[src/rtl/disp_scan_arbiter_pkg.sv]
// Shared encodings for the display scan arbiter: source modes, FSM states and
// the active-low BCD-to-segment table ({g,f,e,d,c,b,a}).
package disp_scan_arbiter_pkg;

   localparam logic [1:0] MODE_TIME  = 2'd0;
   localparam logic [1:0] MODE_ALARM = 2'd1;
   localparam logic [1:0] MODE_WATCH = 2'd2;

   localparam logic [6:0] SEG_BLANK = 7'h7F;

   // State encodings equal the mode encodings, so the FSM state is the mode.
   typedef enum logic [1:0] {
      S_TIME  = MODE_TIME,
      S_ALARM = MODE_ALARM,
      S_WATCH = MODE_WATCH
   } state_e;

   // Entry [n] is the pattern for BCD digit n.
   localparam logic [9:0][6:0] SEG_TABLE = {
      7'h10, 7'h00, 7'h78, 7'h02, 7'h12,
      7'h19, 7'h30, 7'h24, 7'h79, 7'h40
   };

endpackage

[src/rtl/disp_scan_arbiter_if.sv]
// Requester/display bus of the scan arbiter: enables, key, ring request,
// the three BCD sources, blink mask, and the effective mode and pin outputs.
interface disp_scan_arbiter_if;
   logic        en;
   logic        mode_key;
   logic        ring_req;
   logic [15:0] src_time;
   logic [15:0] src_alarm;
   logic [15:0] src_watch;
   logic [3:0]  blink_mask;
   logic [1:0]  mode_o;
   logic [3:0]  sel;
   logic [6:0]  seg;

   modport master (
      output en, mode_key, ring_req, src_time, src_alarm, src_watch, blink_mask,
      input  mode_o, sel, seg
   );

   modport slave (
      input  en, mode_key, ring_req, src_time, src_alarm, src_watch, blink_mask,
      output mode_o, sel, seg
   );
endinterface

[src/rtl/disp_scan_arbiter_bcd7seg_dec.sv]
// Combinational nibble-to-segment decoder; non-BCD nibbles (A-F) are blank.
module bcd7seg_dec
   import disp_scan_arbiter_pkg::*;
(
   input  logic [3:0] nib,
   output logic [6:0] seg
);

   always_comb begin
      seg = SEG_BLANK;
      if (nib < 4'd10) seg = SEG_TABLE[nib];
   end

endmodule

[src/rtl/disp_scan_arbiter.sv]
// Arbitrates three BCD requesters onto one 4-digit multiplexed display with
// per-frame snapshots. Optional digit blinking is built when DISP_BLINK_EN is defined.
module disp_scan_arbiter
   import disp_scan_arbiter_pkg::*;
#(
   parameter int unsigned SCAN_DIV  = 50000,
   parameter int unsigned BLINK_DIV = 12500000
) (
   input  logic               clk_50mhz,
   input  logic               rst,
   disp_scan_arbiter_if.slave bus
);

   if (SCAN_DIV < 2) begin : g_bad_scan_div
      $error("SCAN_DIV must be at least 2");
   end
   if (BLINK_DIV < 1) begin : g_bad_blink_div
      $error("BLINK_DIV must be at least 1");
   end

   localparam int unsigned SCW = $clog2(SCAN_DIV);
   localparam logic [SCW-1:0] SCAN_MAX = SCW'(SCAN_DIV - 1);

   state_e           state;
   logic             key_q;
   logic [SCW-1:0]   scan_cnt;
   logic [1:0]       idx;
   logic [15:0]      fbuf;

   logic             tick;
   logic             key_edge;
   logic [1:0]       eff_mode;
   logic [15:0]      eff_src;
   logic [3:0]       nib;
   logic [6:0]       dec_seg;
   logic             blank_slot;

   always_comb begin
      tick     = (scan_cnt == SCAN_MAX);
      key_edge = bus.mode_key & ~key_q;
      eff_mode = bus.ring_req ? MODE_TIME : 2'(state);
      case (eff_mode)
         MODE_ALARM: eff_src = bus.src_alarm;
         MODE_WATCH: eff_src = bus.src_watch;
         default:    eff_src = bus.src_time;
      endcase
      nib = fbuf[{idx, 2'b00} +: 4];
   end

   bcd7seg_dec u_dec (
      .nib (nib),
      .seg (dec_seg)
   );

   // Mode FSM: a ringing alarm swallows key edges, so the selection survives it.
   always_ff @(posedge clk_50mhz or negedge rst) begin
      if (!rst) begin
         state <= S_TIME;
         key_q <= 1'b0;
      end else begin
         key_q <= bus.mode_key;
         if (key_edge && !bus.ring_req) begin
            case (state)
               S_TIME:  state <= S_ALARM;
               S_ALARM: state <= S_WATCH;
               default: state <= S_TIME;
            endcase
         end
      end
   end

   // Frame buffer reloads only as the scan wraps from d3 to d0, so a frame never tears.
   always_ff @(posedge clk_50mhz or negedge rst) begin
      if (!rst) begin
         scan_cnt <= '0;
         idx      <= '0;
         fbuf     <= '1;
      end else begin
         scan_cnt <= tick ? '0 : scan_cnt + 1'b1;
         if (tick) begin
            idx <= idx + 2'd1;
            if (idx == 2'd3) fbuf <= eff_src;
         end
      end
   end

`ifdef DISP_BLINK_EN
   localparam int unsigned BKW = (BLINK_DIV > 1) ? $clog2(BLINK_DIV) : 1;
   localparam logic [BKW-1:0] BLINK_MAX = BKW'(BLINK_DIV - 1);

   logic [BKW-1:0] blink_cnt;
   logic           phase;

   always_ff @(posedge clk_50mhz or negedge rst) begin
      if (!rst) begin
         blink_cnt <= '0;
         phase     <= 1'b0;
      end else if (blink_cnt == BLINK_MAX) begin
         blink_cnt <= '0;
         phase     <= ~phase;
      end else begin
         blink_cnt <= blink_cnt + 1'b1;
      end
   end

   always_comb blank_slot = phase & (bus.ring_req | bus.blink_mask[idx]);
`else
   always_comb blank_slot = 1'b0;
`endif

   always_ff @(posedge clk_50mhz or negedge rst) begin
      if (!rst) begin
         bus.mode_o <= MODE_TIME;
         bus.sel    <= 4'b1110;
         bus.seg    <= SEG_BLANK;
      end else begin
         bus.mode_o <= eff_mode;
         bus.sel    <= bus.en ? ~(4'b0001 << idx) : '1;
         bus.seg    <= blank_slot ? SEG_BLANK : dec_seg;
      end
   end

endmodule

[src/flat_wrapper.sv]
// flat-port wrapper written by rule: the top's interface ports become plain ports
module disp_scan_arbiter_flat import disp_scan_arbiter_pkg::*;
#(
   parameter int unsigned SCAN_DIV  = 50000,
   parameter int unsigned BLINK_DIV = 12500000
)
  (clk_50mhz, rst, bus_en, bus_mode_key, bus_ring_req, bus_src_time, bus_src_alarm, bus_src_watch, bus_blink_mask, bus_mode_o, bus_sel, bus_seg);
  disp_scan_arbiter_if bus_i ();
  input  logic clk_50mhz;
  input  logic rst;
  input wire logic [$bits(bus_i.en)-1:0] bus_en;
  input wire logic [$bits(bus_i.mode_key)-1:0] bus_mode_key;
  input wire logic [$bits(bus_i.ring_req)-1:0] bus_ring_req;
  input wire logic [$bits(bus_i.src_time)-1:0] bus_src_time;
  input wire logic [$bits(bus_i.src_alarm)-1:0] bus_src_alarm;
  input wire logic [$bits(bus_i.src_watch)-1:0] bus_src_watch;
  input wire logic [$bits(bus_i.blink_mask)-1:0] bus_blink_mask;
  output wire logic [$bits(bus_i.mode_o)-1:0] bus_mode_o;
  output wire logic [$bits(bus_i.sel)-1:0] bus_sel;
  output wire logic [$bits(bus_i.seg)-1:0] bus_seg;
  assign bus_i.en = bus_en;
  assign bus_i.mode_key = bus_mode_key;
  assign bus_i.ring_req = bus_ring_req;
  assign bus_i.src_time = bus_src_time;
  assign bus_i.src_alarm = bus_src_alarm;
  assign bus_i.src_watch = bus_src_watch;
  assign bus_i.blink_mask = bus_blink_mask;
  assign bus_mode_o = bus_i.mode_o;
  assign bus_sel = bus_i.sel;
  assign bus_seg = bus_i.seg;
  disp_scan_arbiter #(.SCAN_DIV(SCAN_DIV), .BLINK_DIV(BLINK_DIV)) u_core (.clk_50mhz(clk_50mhz), .rst(rst), .bus(bus_i));
endmodule
[config.mk]
export PLATFORM = sky130hd
export DESIGN_NAME = disp_scan_arbiter_flat
export DESIGN_NICKNAME = d
export VERILOG_FILES = /design/src/rtl/disp_scan_arbiter_pkg.sv /design/src/rtl/disp_scan_arbiter_if.sv /design/src/rtl/disp_scan_arbiter_bcd7seg_dec.sv /design/src/rtl/disp_scan_arbiter.sv /design/src/flat_wrapper.sv
export SDC_FILE = /design/constraint.sdc
export NUM_CORES = 1
export LEC_CHECK = 0
export CORE_MARGIN = 2
export CORE_UTILIZATION = 40
export CTS_CLUSTER_DIAMETER = 30
export DETAILED_ROUTE_END_ITERATION = 7
export PLACE_DENSITY = 0.68
export SLEW_MARGIN = 20
export SYNTH_ARGS = -nofsm -noshare
export SYNTH_HDL_FRONTEND = slang
export SYNTH_SLANG_ARGS = --single-unit
[constraint.sdc]
create_clock -name clk_50mhz -period 2.55 [get_ports clk_50mhz]
set_input_delay 0.255 -clock clk_50mhz [delete_from_list [all_inputs] [get_ports clk_50mhz]]
set_output_delay 0.255 -clock clk_50mhz [all_outputs]
set_load 0.1 [all_outputs]
# Word level (Yosys, flattened, before mapping)

Memory sizes are Yosys's and may differ from the RTL's.
Index checks and enable logic that the tools add are counted.

Bits in registers: 50
Bits in latches: 0
RAM bits: 0
Memory bits (read-only): 112
Input bits: 57
Output and inout bits: 13
Word-level logic and storage cells: 34
Memories: 1

Add/subtract/negate cells: 2
Multiply operators: 0
Divide/modulo/power cells: 0
$lt $le $gt $ge: 2
Eq/ne operators: 5
Shift operators: 2
Muxes and demuxes: 7
Bitwise gates (word level): 3
Reductions and logical operators: 4

Memories:

| name            | words | bits a word | read ports | clocked after Yosys merged registers in | wr ports | RTL line                            | source |
|---|---|---|---|---|---|---|---|
| (no name shown) | 16    | 7           | 1          | 0                                       | 0        | disp_scan_arbiter_bcd7seg_dec.sv:11 | `if (nib < 4'd10) seg = SEG_TABLE[nib];` |

Operator list:

| operator                                           | number |
|---|---|
| one-hot mux 16 bit (2 select lines)                | 1 |
| adder 16 x 1 -> 16 bit, second input constant      | 1 |
| == test 16 bit, second input constant              | 1 |
| two-way mux 16 bit                                 | 1 |
| indexed part select 16 x 5 -> 4 bit                | 1 |
| two-way mux 7 bit                                  | 2 |
| < comparator 4 x 5 -> 1 bit, second input constant | 1 |
| == test 2 x 1 -> 1 bit, second input constant      | 2 |
| == test 2 bit, second input constant               | 2 |
| < comparator 4 bit, second input constant          | 1 |
| two-way mux 4 bit                                  | 1 |
| NOT 4 bit                                          | 1 |
| one-hot mux 2 bit (2 select lines)                 | 1 |
| << shifter 1 x 2 -> 4 bit, first input constant    | 1 |
| adder 2 x 1 -> 2 bit, second input constant        | 1 |
| logical NOT 2 bit                                  | 1 |
| two-way mux 2 bit                                  | 1 |
| AND reduction 2 bit                                | 1 |
| AND 1 bit                                          | 1 |
| logical AND 1 bit                                  | 1 |
| logical NOT 1 bit                                  | 1 |
| NOT 1 bit                                          | 1 |

# Depth between registers and ports, before layout

Depth in word-level cells: 4
Mapped depth: 8
Gate-level depth less buffers: 6

# Hierarchy

Synthesis repeated with hierarchy kept, for this count alone.

Cell total of the unflattened synthesis: 236
Area, all modules: 2595.0 um^2

Modules (own cells, without submodules):

| module            | instances | cells each | area an instance (um^2) | sequential area each (um^2) |
|---|---|---|---|---|
| disp_scan_arbiter | 1         | 206        | 2397.3                  | 1283.7 |
| bcd7seg_dec       | 1         | 30         | 197.7                   | 0.0 |

# Worst setup path before layout

Ideal clock, no wire load.

Path kind: flip-flop to flip-flop
From: reg u_core.idx[0]
To: reg u_core.bus.seg[0]
Setup time: 0.080 ns
Arrival time: 1.703 ns
Required time: 2.470 ns
Path slack: 0.767 ns
Cell stages (with the launch flop): 7
Path buffers: 1
Period minus slack after synthesis: 1.783 ns
Path through: dfrtp_1 > buf_6 > mux4_2 > ha_1 > or2_2 > a21oi_1 > nor2_1

Word-level cells in the longest chain between the ends: 4
Elaborated cells between the ends (all ways): 5
Those cells by class: order compare: 1; shift: 1; mux: 2; memory: 1

RTL lines:

| what                                    | RTL line                            | source |
|---|---|---|
| start, declared                         | disp_scan_arbiter.sv:27             | `logic [1:0] idx;` |
| start signal, assigned                  | disp_scan_arbiter.sv:81             | `idx <= idx + 2'd1;` |
| indexed part select 16 x 5 -> 4 bit *   | disp_scan_arbiter.sv:47             | `nib = fbuf[{idx, 2'b00} +: 4];` |
| memory (16 x 7 bit)                     | --                                  |  |
| two-way mux 7 bit (not written as such) | disp_scan_arbiter_bcd7seg_dec.sv:11 |  |
| two-way mux 7 bit *                     | disp_scan_arbiter_bcd7seg_dec.sv:11 |  |
| named net u_core.dec_seg[0]             | disp_scan_arbiter.sv:35             | `logic [6:0] dec_seg;` |
| end signal, assigned                    | disp_scan_arbiter.sv:119            | `bus.seg <= blank_slot ? SEG_BLANK : dec_seg;` |
| end, declared                           | disp_scan_arbiter_if.sv:22          | `output mode_o, sel, seg` |

Mark *: on every way through the listed nets, which the timed path passes. The rest lies on a longest branch. The select of a mux whose other input is x is not followed.
A chain may end at the register's enable or synchronous reset.

# Worst setup path in the final report

From: in bus_ring_req
To: reg u_core.fbuf[3]

Word-level cells in the longest chain between the ends: 3
Elaborated cells between the ends (all ways): 4
Those cells by class: eq/ne: 2; mux: 2

RTL lines:

| what                                                    | RTL line                | source |
|---|---|---|
| start, declared                                         | flat_wrapper.sv:13      | `input wire logic [$bits(bus_i.ring_req)-1:0] bus_ring_req;` |
| two-way mux 2 bit *                                     | disp_scan_arbiter.sv:41 | `eff_mode = bus.ring_req ? MODE_TIME : 2'(state);` |
| == test 2 bit or == test 2 x 1 -> 1 bit (tied branches) | disp_scan_arbiter.sv:42 | `case (eff_mode)` |
| one-hot mux 16 bit (2 select lines) *                   | disp_scan_arbiter.sv:42 |  |
| end signal, assigned                                    | disp_scan_arbiter.sv:82 | `if (idx == 2'd3) fbuf <= eff_src;` |
| end, declared                                           | disp_scan_arbiter.sv:28 | `logic [15:0] fbuf;` |

Every way passes the cells marked *; elsewhere a longest branch is shown, timed or not.

==> metrics.yaml <==
status:
  status: "complete, no violations"
grt:
  groute.layer.met1.usage: 0.190
  grt_antenna_before_repair: 0
  grt.busiest_layer: "met2"
  grt_pass1_vias: 1892
  use_met2: 0.235
  grtUsageMet3: 0.0428
  track_usage: 0.146
  grt_remaining_overflow: 0
  grt_max_degree: 43
  grt_pass1_wl_microns: 8480
sta:
  setup_viol: 0
  hold_viol_final: 0
  period_needed_ns: 2.03
  slew_viol_final: 0
  rsz0062_at_grt: "false"
  post-route-period-util: 0.794
  slew_headroom: 0.419
  worst_slew_pin_slew_ns: 0.871
  finClkSkew_ns: 0.00910
  max_freq_mhz: 494
  setup_tns_ns: 0
synthesis:
  synth_flop_cell: "dfstp_2"
  synthTopCellsByArea: "dfstp_2, dfrtp_1, ha_1"
  post_synth_num_cell_types: 37
  syn-cell-area_sq_mm: 0.00264
  synth.top_cell.area_share: 0.259
  yosysMostFrequentCell: "dfstp_2"
  async_reset_ff_frac: 1.00
  yosysWarnings: 0
  synth_edf_count: 0
  syn-instance-count: 236
  ys_top_cells_by_count: "dfstp_2, nand2_1, dfrtp_1"
  synth_top_area_cell: "dfstp_2"
  ys_seq_area_frac: 0.486
  synth_nets: 305
  synth_seq_cells: 50
  syn_area_per_cell_sq_um: 11.2
layout:
  regArea_sq_mm: 0.00128
  syn_to_final_growth_pct: 30.6
  multiInputGateArea_sq_mm: 0.00126
  antenna_cells: 0
  final_core_util: 0.540
  fill_cells: 591
  final_nets: 369
  drive_gt1_frac: 0.252
drt:
  viasPerCell: 4.98
  drc_errors: 0
  wirelength_microns: 4930
  dr.pass1.iters: 4
  ant_nets: 0
  drt-wirelength-per-cell_microns: 13.0
  drt-initial-drc-count: 52
  vias: 1883
power:
  p_sw_frac: 0.295
  pwr-share-seq: 0.415
  clock_power_share: 0.317
  power_frac_comb: 0.269
  power_density_mw_per_mm2: 615
  power_switching_uw: 625
  peakVddDrop_mv: 0.413
  p_int_mw: 1.50
  static-leakage-power_nw: 1.50
die:
  initial_core_util: 0.414
  die_h_microns: 85.3
  core_area_sq_mm: 0.00639
  die_width_microns: 85.3
  ioPinCount: 70
  die_area_sq_mm: 0.00727
  std_cell_rows: 29
clocking:
  clockBufferDepth: 2
  cts_buffers: 5
  cts_tree: "yes"
  cts_resized: 0
  insertion_delay_ns: 0.30
  clk_pin_slew_worst_paths_ns: 0.09
  htree_levels: 2
  root_buffer: "clkbuf_8"
  cts_setup_buffers: 0
  clock-sinks: 50
  cts-hold-fix-buffers: 0
placed_design:
  place_hpwl_microns: 3700
  port_buffers: 65
  gp_congestion: 0.818
critical_path:
  r2r-start: "u_core.state[0]"
  rrSetupSlack_ns: 0.54
  crit_buf_inv: 1
  end_kind: "flip-flop"
  critPathKind: "input port to flip-flop"
  rr_worst_depth: 4
  r2r-end: "u_core.fbuf[3]"
  cpMaxStageDelayCell: "ha_1"
  worst_setup_path_start_kind: "input port"
  cp_max_fo: 31
  worstPathArrival_ns: 2.25
  cp_data_required_time_ns: 2.78
  crit_chain: "clkdlybuf4s50_1 -> nand2b_1 -> ha_1 -> o21ai_0 -> mux2_2"
  max_stage_delay_ns: 0.77
  critPathTopFamily: "adder cells"
flow_run:
  max_cap_violations: 0
hold_path:
  min_path_type: "input port to asynchronous set/reset pin"
-- worst max-delay path by stage --
stage / startpoint / end / cells past startpoint
final: bus_ring_req / u_core.fbuf[3] / 5
after global routing: u_core.state[0] / u_core.fbuf[3] / 4
after CTS: bus_ring_req / u_core.fbuf[3] / 5
after detailed placement: bus_ring_req / u_core.fbuf[3] / 5
after global placement: bus_ring_req / u_core.fbuf[3] / 5
after floorplan: u_core.idx[0] / u_core.bus.seg[0] / 6
-- cells by family after synthesis --
kind of cell               synth area share
AOI/OAI and AO/OA                     0.102
buffers and inverters                0.0360
muxes                                 0.125
xor gates and xnor gates             0.0431
adders and majority gates            0.0568
DFF                                   0.486
and+or+nand+nor                       0.152
-- power by group through the flow --
stage                     Clock, mW  Sequential [mW]  Combinational, mW
after floorplan                   0             1.03              0.249
after global placement            0            0.893              0.571
after detailed placement          0            0.896              0.576
after CTS                     0.694            0.882              0.577
after global routing          0.724            0.890              0.626
final                         0.672            0.881              0.570
-- worst reg2reg max path, cell delays in order (launching register included) --
cell	delay [ns]
dfrtp_1	0.42
nor2b_1	0.16
ha_1	0.76
o21ai_0	0.29
mux2_2	0.32
-- registers in the layout, summed over array words and instances (netlist names) --
register	count
u_core.state	2
u_core.bus.seg	7
u_core.key_q	1
u_core.bus.sel	4
u_core.bus.mode_o	2
u_core.scan_cnt	16
u_core.idx	2
u_core.fbuf	16
-- metal layers --
metal  part of all wire  routed length, microns  up-vias
li1                   -                       -      956
met1               0.48                    2370      866
met2               0.45                    2220       55
met3              0.055                     270        6
met4              0.013                      65        0
met5                  0                       0        -
-- through the flow --
stage / worst slack (ns) / instances / hold slack, ns / instance area, sq um / power, mW
floorplan: 0.767 / 236 / -0.0406 / 2640 / 1.28
global placement: 0.233 / 370 / 0.420 / 3310 / 1.46
detailed placement: 0.199 / 370 / 0.433 / 3310 / 1.47
CTS: 0.525 / 378 / 0.0944 / 3450 / 2.15
global route: 0.375 / 378 / 0.116 / 3450 / 2.24
finish: 0.525 / 378 / 0.0595 / 3450 / 2.12
-- placed cells by master (no fill, tap or decap), types with 2 or more instances in the layout --
cell type        Yosys  final
nor3b_1              2      2
nor2b_1              4      4
o21ai_0             18     18
a21oi_1              7      7
and2_1               2      2
bufinv_16            0      2
a22oi_1             17     17
nand2b_1             5      5
mux2_4              10     10
clkbuf_8             0      6
nand3_1              6      6
buf_4                1     17
mux4_2               4      4
nand4_1              4      4
nor2_1              17     17
clkdlybuf4s50_1      0     51
inv_1                6      6
dfstp_2             26     26
mux2_2               7      7
nand2_1             25     25
xor2_1               8      8
xnor2_1              5      5
ha_1                12     12
and4_1               4      4
dfrtp_1             24     24
-- final cells by class --
class / count / area share
Tap cell: 77 / 0.0279
Timing Repair Buffer: 69 / 0.186
Clock buffer: 6 / 0.0239
Inverter: 6 / 0.00653
Clock inverter: 2 / 0.0174
Sequential cell: 50 / 0.372
Multi-Input combinational cell: 168 / 0.366
Note: power is estimated with default switching activity, not from simulation.
